==> config.mk <==
export PLATFORM = sky130hd
export DESIGN_NAME = neo_frame_ctrl
export DESIGN_NICKNAME = d
export VERILOG_FILES = /design/src/rtl/neo_frame_ctrl.sv
export SDC_FILE = /design/constraint.sdc
export NUM_CORES = 1
export LEC_CHECK = 0
export ABC_CLOCK_PERIOD_IN_PS = 2000
export CELL_PAD_IN_SITES_DETAIL_PLACEMENT = 0
export CELL_PAD_IN_SITES_GLOBAL_PLACEMENT = 1
export CORE_MARGIN = 5
export CORE_UTILIZATION = 37
export DETAILED_ROUTE_END_ITERATION = 7
export PLACE_DENSITY = 0.7
export SYNTH_ARGS = -nofsm -noshare
export SYNTH_HDL_FRONTEND = slang
export SYNTH_SLANG_ARGS = --single-unit
==> constraint.sdc <==
create_clock -name Clk -period 2 [get_ports Clk]
set_clock_uncertainty 0.05 [all_clocks]
set_input_delay 0.2 -clock Clk [delete_from_list [all_inputs] [get_ports Clk]]
set_output_delay 0.2 -clock Clk [all_outputs]
set_load 0.01 [all_outputs]
==> src/rtl/neo_frame_ctrl.sv <==
// Frame sequencer for the NEO datapath: start/busy/done wrapper around read, shift and write-back strobes.
// Optional build macro NEO_ZERO_EDGE_EN: write zeros (edge_zero) into the first and last result slots.
module neo_frame_ctrl #(
  parameter int M        = 16,
  parameter int RD_LAT   = 1,
  parameter int PIPE_LAT = 2
) (
  input  logic                 Clk,
  input  logic                 reset,
  input  logic                 start,
  input  logic [$clog2(M):0]   frame_len,
  input  logic                 abort,
  output logic                 mem_re,
  output logic [$clog2(M)-1:0] raddr,
  output logic                 shift_en,
  output logic                 mem_we,
  output logic [$clog2(M)-1:0] waddr,
  output logic                 edge_zero,
  output logic                 busy,
  output logic                 done,
  output logic                 err
);

  localparam int AW = $clog2(M);
  localparam int LW = AW + 1;
  localparam int N  = RD_LAT + PIPE_LAT + 1;

  typedef enum logic [1:0] {IDLE, RUN, DONE} state_t;

  state_t          r_state;
  logic [LW-1:0]   r_len;
  logic [N-2:0]    r_vld;
  logic [N-2:0]    r_lst;
  logic [AW-1:0]   r_wcnt;
  logic            r_slotVld;
  logic            r_slotLast;

  logic            w_lenOk;
  logic            w_rdLast;
  logic [N-1:0]    w_vldLine;
  logic [N-1:0]    w_lstLine;
  logic            w_slotIn;
  logic            w_slotLastIn;
  logic            w_interior;
  logic            w_we;
  logic            w_ez;

  assign w_lenOk      = (frame_len >= LW'(3)) && (frame_len <= LW'(M));
  assign w_rdLast     = mem_re && ({1'b0, raddr} == (r_len - LW'(1)));
  // Tap j of each line is the read strobe (or its last-sample tag) delayed j cycles.
  assign w_vldLine    = {r_vld, mem_re};
  assign w_lstLine    = {r_lst, w_rdLast};
  assign w_slotIn     = w_vldLine[N-1];
  assign w_slotLastIn = w_lstLine[N-1];
  assign w_interior   = (r_wcnt != '0) && !w_slotLastIn;

`ifdef NEO_ZERO_EDGE_EN
  assign w_we = w_slotIn;
  assign w_ez = w_slotIn && !w_interior;
`else
  assign w_we = w_slotIn && w_interior;
  assign w_ez = 1'b0;
`endif

  always_ff @(posedge Clk or posedge reset) begin
    if (reset) begin
      r_state    <= IDLE;
      r_len      <= '0;
      r_vld      <= '0;
      r_lst      <= '0;
      r_wcnt     <= '0;
      r_slotVld  <= 1'b0;
      r_slotLast <= 1'b0;
      mem_re     <= 1'b0;
      raddr      <= '0;
      shift_en   <= 1'b0;
      mem_we     <= 1'b0;
      waddr      <= '0;
      edge_zero  <= 1'b0;
      busy       <= 1'b0;
      done       <= 1'b0;
      err        <= 1'b0;
    end else begin
      case (r_state)
        IDLE: begin
          done <= 1'b0;
          err  <= 1'b0;
          if (start) begin
            r_len <= frame_len;
            if (w_lenOk) begin
              r_state <= RUN;
              busy    <= 1'b1;
              mem_re  <= 1'b1;
              raddr   <= '0;
              r_wcnt  <= '0;
            end else begin
              r_state <= DONE;
              done    <= 1'b1;
              err     <= 1'b1;
            end
          end
        end
        RUN: begin
          if (abort) begin
            r_state    <= IDLE;
            busy       <= 1'b0;
            mem_re     <= 1'b0;
            raddr      <= '0;
            shift_en   <= 1'b0;
            mem_we     <= 1'b0;
            waddr      <= '0;
            edge_zero  <= 1'b0;
            r_vld      <= '0;
            r_lst      <= '0;
            r_wcnt     <= '0;
            r_slotVld  <= 1'b0;
            r_slotLast <= 1'b0;
          end else begin
            if (w_rdLast) begin
              mem_re <= 1'b0;
              raddr  <= '0;
            end else if (mem_re) begin
              raddr <= raddr + AW'(1);
            end
            r_vld      <= {r_vld[N-3:0], mem_re};
            r_lst      <= {r_lst[N-3:0], w_rdLast};
            shift_en   <= w_vldLine[RD_LAT-1];
            r_slotVld  <= w_slotIn;
            r_slotLast <= w_slotLastIn;
            mem_we     <= w_we;
            edge_zero  <= w_ez;
            waddr      <= w_slotIn ? r_wcnt : '0;
            if (w_slotIn) r_wcnt <= r_wcnt + AW'(1);
            // The pipeline has drained once the last slot has been presented.
            if (r_slotVld && r_slotLast) begin
              r_state <= DONE;
              busy    <= 1'b0;
              done    <= 1'b1;
            end
          end
        end
        DONE: begin
          done    <= 1'b0;
          err     <= 1'b0;
          r_state <= IDLE;
        end
        default: r_state <= IDLE;
      endcase
    end
  end

endmodule

# Word level (Yosys, flattened, before mapping)
# Index checks and enable logic that the tools add are counted.
# totals
output_inout_bits,15
ff_bits,33
in_bits,9
# classes
mux,36
reduce_logical,18
n_addsub,3
order_cmp,2
n_eq_ne,11
# op_table
cell,n
4-bit two-way mux,9
4-bit one-hot mux with 2 select lines,2
4-bit AND reduction,4
1-bit two-way mux,14
"3-bit inequality test, second input constant",3
"4-bit by 1-bit adder with 4-bit output, second input constant",2
2-bit two-way mux,4
"2-bit inequality test, second input constant",4
3-bit two-way mux,2
1-bit one-hot mux with 2 select lines,3
4-bit by 5-bit equality test with 1-bit output,1
"5-bit by 2-bit greater-or-equal comparator with 1-bit output, second input constant",1
"5-bit less-or-equal comparator, second input constant",1
1-bit logical AND,5
"5-bit by 1-bit subtractor with 5-bit output, second input constant",1
"4-bit inequality test, second input constant",1
2-bit one-hot mux with 2 select lines,1
2-bit AND reduction,2
2-bit nonzero test,2
4-bit nonzero test,1
1-bit one-hot mux with 3 select lines,1
3-bit AND reduction,1
3-bit nonzero test,1
"2-bit by 1-bit equality test with 1-bit output, second input constant",1
3 further kinds,3

# Longest topological paths before layout
# Gate-level depths: netlist of run 1.
# depth
ltp_word,6
ltp_mapped,9
mapped_depth_nobuf,7

# Worst setup path after synthesis of run 1
# OpenSTA, ideal clock, no wires.
# synth_path
path_kind,register to register
startpoint,register r_len[0]
endpoint,register raddr[2]
arrival_ns,1.691
stages_incl_launch_ff,8
setup_slack_ns,0.132
required_ns,1.823
n_path_buf,0
period_less_slack_ns,1.868
path_cell_list,dfrtp_1 inv_1 ha_1 xnor2_1 a211o_1 a211o_1 a311oi_1 o22ai_1
# synth_via
elab_chain_cells,6
# synth_lines
element,line_no,source
start: declaration,31,logic [LW-1:0] r_len;
start signal: assignment,89,r_len <= frame_len;
5-bit by 1-bit subtractor with 5-bit output *,49,"assign w_rdLast = mem_re && ({1'b0, raddr} == (r_len - LW'(1)));"
4-bit by 5-bit equality test with 1-bit output *,49,
1-bit logical AND *,49,
4-bit two-way mux,119,if (w_rdLast) begin
4-bit two-way mux,104,if (abort) begin
4-bit one-hot mux with 2 select lines,84,case (r_state)
end signal: assignment,123,raddr <= raddr + AW'(1);
end: declaration,14,"output logic [$clog2(M)-1:0] raddr,"
# Mark *: on every way between the ends. The rest lies on a longest branch, timed or not.
# A chain may end at the register's enable or synchronous reset.

# Worst setup path after layout of run 1
# layout_path
startpoint,register r_len[1]
endpoint,register mem_re
# layout_via
elab_chain_cells,5
# layout_lines
element,line_no,source
5-bit by 1-bit subtractor with 5-bit output,49,
4-bit by 5-bit equality test with 1-bit output,49,
1-bit logical AND,49,
3-bit inequality test (no source line),--,
4-bit AND reduction (no source line),--,
end signal: assignment,74,mem_re <= 1'b0;
end signal: assignment,93,mem_re <= 1'b1;
end signal: assignment,107,mem_re <= 1'b0;
end: declaration,13,"output logic mem_re,"
# Every way passes these cells.

==> impl_metrics.yaml, run 1 <==
clock_tree:
  clk_latency_ns: 0.28
  hold_buffers: 0
  cts_setup_buffers: 0
  ctsResizeCount: 0
  clkTransAtPathRegs_ns: 0.06
  clk_path_buf_depth: 2
  cts_tree: "yes"
  htree_levels: 2
  cts_buffers: 5
  cts-root-buf: "clkbuf_8"
  cts_sinks: 32
layout:
  area_growth_pct: 28.2
  fillers: 410
  diodes: 0
  layout_commonest_cell: "dfrtp_1"
  fin_cells: 256
  fin_nets: 220
  final_cell_mix: "dfrtp_1, clkdlybuf4s50_1, nand2_1"
  drive_gt1_frac: 0.157
  final_core_util: 0.492
  final_area_mm2: 0.00214
pwr:
  peakVddDrop_uv: 568
  power_density_mw_per_mm2: 1150
  power_leakage_nw: 0.908
timing:
  whs_ns: 0.257
  fmax_mhz: 530
  finalSetupViolations: 0
  min_period_ns: 1.89
  rsz0062_at_grt: "no"
  hold_violations: 0
  drv_slew: 0
  finalSetupTns_ns: 0
  post-route-period-util: 0.943
worst_setup_path:
  path_cells: "inv_1 -> ha_1 -> xnor2_1 -> a211o_1 -> a211o_1 -> buf_4 -> nand2_1 -> a31oi_1"
  cp.arrival_ns: 1.99
  startpoint: "r_len[1]$_DFFE_PP0P_"
  r2r_start: "r_len[1]$_DFFE_PP0P_"
  crit_top_cell: "a211o_1"
  max_stage_delay_ns: 0.36
  end_kind: "register"
  worstSetupStartpointType: "register"
  worstPathMaxFanout: 3
  cp.required_ns: 2.11
  crit_type: "register to register"
  crit_slowest_cell: "dfrtp_1"
floorplanning:
  ioPinCount: 24
  die_x_um: 77.2
  die_h_um: 77.2
  initial_utilization: 0.384
  coreArea_mm2: 0.00435
  die_area_mm2: 0.00596
  rows: 24
outcome:
  outcome: "finished, final reports clean"
drt:
  ant_nets: 0
  vias_per_cell: 5.32
  wl_mm: 3.74
  drcViolationCount: 0
  drtIter0Drc: 41
  wire_per_inst_um: 14.6
  vias: 1362
  drt_pass1_iterations: 4
global_routing:
  groute.usage.overall: 0.130
  first_global_vias: 1359
  grt_pass1_wl_mm: 6.38
  grt_max_degree: 33
  grt-ovfl-total: 0
  antenna_found_initial: 0
synth:
  synthCells: 165
  syn_avg_cell_area_um2: 10.1
  async_reset_ff_frac: 1.00
  seq_area_frac_synth: 0.479
  ys_ff_latch: 32
  syn_nets: 181
  synth_edf_count: 0
  synth_area_mm2: 0.00167
  yosys_warnings: 0
  synthDistinctLibCells: 43
  synthFlopType: "dfrtp_1"
placement:
  placed_area_mm2: 0.00204
  numPortBuffers: 22
  gp_congestion: 0.752
  dp.cells: 249
  place_hpwl_mm: 2.85
worst_hold_path:
  holdCritPathClass: "input pin to async pin"
flow_run:
  drv_cap: 0
[metrics by stage]
| step | power [mW] | setup slack [ns] |
|---|---|---|
| 2_1_floorplan | 1.57 | 0.132 |
| 3_3_place_gp | 1.94 | 0.0225 |
| 3_5_place_dp | 1.96 | 0.00546 |
| 4_1_cts | 2.50 | 0.0974 |
| 5_1_grt | 2.65 | 0.00830 |
| 6_report | 2.47 | 0.113 |
[cell type report]
| type | count | area [um2] | area share |
|---|---|---|---|
| Clock buffer | 7 | 96.3 | 0.0450 |
| Tap cell | 52 | 65.1 | 0.0304 |
| Inverter | 14 | 52.6 | 0.0245 |
| Multi-Input combinational cell | 114 | 793 | 0.371 |
| Timing Repair Buffer | 37 | 333 | 0.155 |
| Sequential cell | 32 | 801 | 0.374 |
[synth_stat cells, types with 2 or more instances]
cell type | count | share of area
o21ai_0 | 6 | 0.018
o22ai_1 | 3 | 0.011
nand2_1 | 18 | 0.040
a22o_1 | 3 | 0.016
a211o_1 | 2 | 0.010
xnor2_1 | 5 | 0.026
nor2_1 | 9 | 0.020
a31oi_1 | 3 | 0.011
nand4_1 | 3 | 0.011
a22oi_1 | 2 | 0.0090
dfrtp_1 | 32 | 0.48
nand3_1 | 3 | 0.0090
mux2_2 | 5 | 0.034
nor3_1 | 2 | 0.0060
o2bb2ai_1 | 8 | 0.042
inv_1 | 13 | 0.029
a21oi_1 | 6 | 0.018
nand3b_1 | 3 | 0.013
nand2b_1 | 3 | 0.011
clkbuf_1 | 3 | 0.0067
o21ai_1 | 5 | 0.015
ha_1 | 7 | 0.052
[final timing paths]
check                                             to  depth (start not counted)  slack (ns)
worst min-delay path            waddr[3]$_DFFE_PP0P_                          3        0.26
worst max register to register    mem_re$_DFFE_PP0P_                          8        0.11
max in group asynchronous       r_len[2]$_DFFE_PP0P_                          3        1.34
worst max-delay path              mem_re$_DFFE_PP0P_                          8        0.11
min in group Clk                  mem_we$_DFFE_PP0P_                          1        0.44
worst min register to register    mem_we$_DFFE_PP0P_                          1        0.44
[registers in the layout, indices dropped and copies added, names as in the netlist]
register and count:
r_vld 3, raddr 4, done 1, r_slotLast 1, mem_we 1, mem_re 1, waddr 4, r_len 5
r_lst 3, r_state 2, err 1, busy 1, r_wcnt 4, r_slotVld 1
[critical path, delay by kind of cell (launching register included)]
family	cells	cell delay (ns)
AO/OA/AOI/OAI	3	0.62
flip-flops	1	0.36
adder cells (fa/ha/maj)	1	0.28
buffers and inverters	2	0.21
AND/OR/NAND/NOR	1	0.13
XOR/XNOR	1	0.12
[report_power, final]
group	total (mW)	leakage, nW	switching, mW	internal, mW
registers	0.962	0.421	0.148	0.814
clock network	0.529	0.0503	0.222	0.306
logic	0.980	0.437	0.484	0.496
[routing by layer]
metal | vias up | part of all wire | GRT usage
met4 | 0 | 0.0037 | 0.0258
met2 | 18 | 0.48 | 0.212
met3 | 2 | 0.042 | 0.0445
li1 | 668 | - | -
met5 | - | 0 | 0
met1 | 674 | 0.47 | 0.168
[cells by family (layout without fill, tap and decap cells)]
group                    Yosys count  after routing  synth area share
adder cells (fa/ha/maj)            7              7            0.0524
AO/OA/AOI/OAI                     50             50             0.221
flip-flops                        32             32             0.479
multiplexers                       6              6            0.0397
AND/OR/NAND/NOR                   45             45             0.133
XOR/XNOR                           5              5            0.0262
other                              1              1           0.00225
buffers and inverters             19             58            0.0457
Power figures use the tool's default switching activity.
==> inputs of run 2 (changes only) <==
--- a/config.mk
+++ b/config.mk
@@ -9,9 +9,9 @@
 export CELL_PAD_IN_SITES_DETAIL_PLACEMENT = 0
 export CELL_PAD_IN_SITES_GLOBAL_PLACEMENT = 1
 export CORE_MARGIN = 5
-export CORE_UTILIZATION = 37
+export CORE_UTILIZATION = 41
 export DETAILED_ROUTE_END_ITERATION = 7
-export PLACE_DENSITY = 0.7
+export PLACE_DENSITY = 0.76
 export SYNTH_ARGS = -nofsm -noshare
 export SYNTH_HDL_FRONTEND = slang
 export SYNTH_SLANG_ARGS = --single-unit
==> run 2 against run 1 <==
Total power shrank 0.36%. Hold slack lost 0.019 ns. Combinational power grew 0.7%. Fmax shrank 0.32%. Flip-flop and latch count is the same. Largest cell class unchanged. Largest power group unchanged.
==> impl_metrics.yaml, run 2 (synthesized netlist as in run 1, its figures left out) <==
layout:
  largest_reg_flops: 5
  final_cell_mix: "dfrtp_1, clkdlybuf4s50_1, nand2_1"
  top_register: "r_len"
  diodes: 0
  drive_gt1_frac: 0.160
  layout_commonest_cell: "dfrtp_1"
  area_growth_pct: 28.7
  fin_cells: 256
  fin_nets: 221
clock_tree:
  clk_latency_ns: 0.28
  cts_tree: "yes"
  cts-root-buf: "clkbuf_8"
  htree_levels: 2
  cts_setup_buffers: 0
  clkTransAtPathRegs_ns: 0.07
  hold_buffers: 0
  cts_sinks: 32
  cts_buffers: 5
  clk_path_buf_depth: 2
pwr:
  power_density_mw_per_mm2: 1150
  peakVddDrop_uv: 623
  finalPower_mw: 2.46
  power_frac_comb: 0.401
  power_leakage_nw: 0.911
  p_clk_frac: 0.206
  p_sw_frac: 0.351
  p_sw_uw: 864
  p_int_mw: 1.60
  seqPwrFrac: 0.393
worst_setup_path:
  r2r_cells: 7
  cp.required_ns: 2.12
  worstPathMaxFanout: 3
  max_stage_delay_ns: 0.37
  worstSetupStartpointType: "register"
  crit_buf_inv: 1
  startpoint: "r_len[1]$_DFFE_PP0P_"
  cp_top_family: "compound AO/OA/AOI/OAI gates"
  crit_type: "register to register"
  crit_top_cell: "a211o_1"
  crit_slowest_cell: "dfrtp_1"
  end_kind: "register"
  r2r-end: "raddr[2]$_DFFE_PP0P_"
  cp.depth: 7
  endpoint: "raddr[2]$_DFFE_PP0P_"
  reg2reg_slack_ns: 0.11
  cp.arrival_ns: 2.01
  r2r_start: "r_len[1]$_DFFE_PP0P_"
  path_cells: "inv_1 -> ha_1 -> xnor2_1 -> a211o_1 -> a211o_1 -> a311oi_2 -> o22ai_1"
timing:
  drv_slew: 0
  finalSetupViolations: 0
  min_period_ns: 1.89
  fmax_mhz: 528
  slew_headroom: 0.657
  finalSetupTns_ns: 0
  worst_pin_slew_ns: 0.514
  post-route-period-util: 0.946
  hold_violations: 0
placement:
  gp_congestion: 0.865
  dp.cells: 248
  place_hpwl_mm: 2.78
  numPortBuffers: 22
global_routing:
  grt_pass1_wl_mm: 6.24
  grt-ovfl-total: 0
  groute.usage.overall: 0.145
  first_global_vias: 1352
  grt_max_degree: 33
  antenna_found_initial: 0
drt:
  wire_per_inst_um: 14.3
  vias: 1362
  drcViolationCount: 0
  drt_pass1_iterations: 4
  wl_mm: 3.67
  drtIter0Drc: 58
  vias_per_cell: 5.32
  ant_nets: 0
outcome:
  outcome: "finished, final reports clean"
flow_run:
  drv_cap: 0
floorplanning:
  initial_utilization: 0.421
  die_x_um: 73.8
  rows: 23
  coreArea_mm2: 0.00397
  ioPinCount: 24
  die_area_mm2: 0.00545
  die_h_um: 73.8
worst_hold_path:
  holdCritPathClass: "input pin to async pin"
## run 2: cell count changes in the layout (fill, tap and decap cells not counted)
cell / change
clkbuf_1: +2
a311oi_1: -1
a311oi_2: +1
buf_6: +1
clkbuf_8: -1
## run 2: final cells by class
class | count | area (um2)
fillers | 353 | 1820
well taps | 50 | 62.6
repair buffers | 38 | 344
multi-input cells | 114 | 800
flip-flops and latches | 32 | 801
inverters | 14 | 52.6
clock buffers | 8 | 90.1
## run 2: power by group through the flow
| stage | sequential, mW | clock (mW) | combinational, mW |
|---|---|---|---|
| CTS | 0.964 | 0.518 | 0.984 |
| global route | 0.989 | 0.549 | 1.09 |
| detailed placement | 0.975 | 0 | 0.980 |
| floorplan | 0.969 | 0 | 0.602 |
| global placement | 0.971 | 0 | 0.959 |
| finish | 0.966 | 0.508 | 0.987 |
## run 2: how the worst min path moves through the flow
stage          cells after the start                    to               start
6_report                           3  raddr[2]$_DFFE_PP0P_               reset
5_1_grt                            3  raddr[2]$_DFFE_PP0P_               reset
4_1_cts                            3  raddr[2]$_DFFE_PP0P_               reset
3_5_place_dp                       1    mem_we$_DFFE_PP0P_  mem_we$_DFFE_PP0P_
3_3_place_gp                       1    mem_we$_DFFE_PP0P_  mem_we$_DFFE_PP0P_
2_1_floorplan                      1  r_vld[1]$_DFFE_PP0P_               abort
## run 2: worst register-to-register path: stages (launching register included)
cell and delay (ns):
dfrtp_1 0.37, inv_1 0.05, ha_1 0.28, xnor2_1 0.13, a211o_1 0.26, a211o_1 0.32
a311oi_2 0.21, o22ai_1 0.11
## run 2: layer usage
layer,global-route usage,share of wire
met2,0.237,0.48
met4,0.0362,0.0079
met1,0.190,0.47
met3,0.0397,0.034
met5,0,0
## run 2: what timing repair did
| action | CTS | global route |
|---|---|---|
| hold endpoints to repair | 0 | 0 |
| gates resized for setup | 0 | 2 |
| setup endpoints to repair | 0 | 1 |
## run 2: metrics by stage
step           worst slack (ns)  hold WS [ns]  instance area [um2]   util
2_1_floorplan             0.132         0.232                 1670      -
3_3_place_gp             0.0551         0.418                 2050  0.516
3_5_place_dp            -0.0574         0.418                 2050  0.516
4_1_cts                  0.0437         0.260                 2140  0.539
5_1_grt                 -0.0187         0.294                 2150  0.541
6_report                  0.107         0.238                 2150  0.541
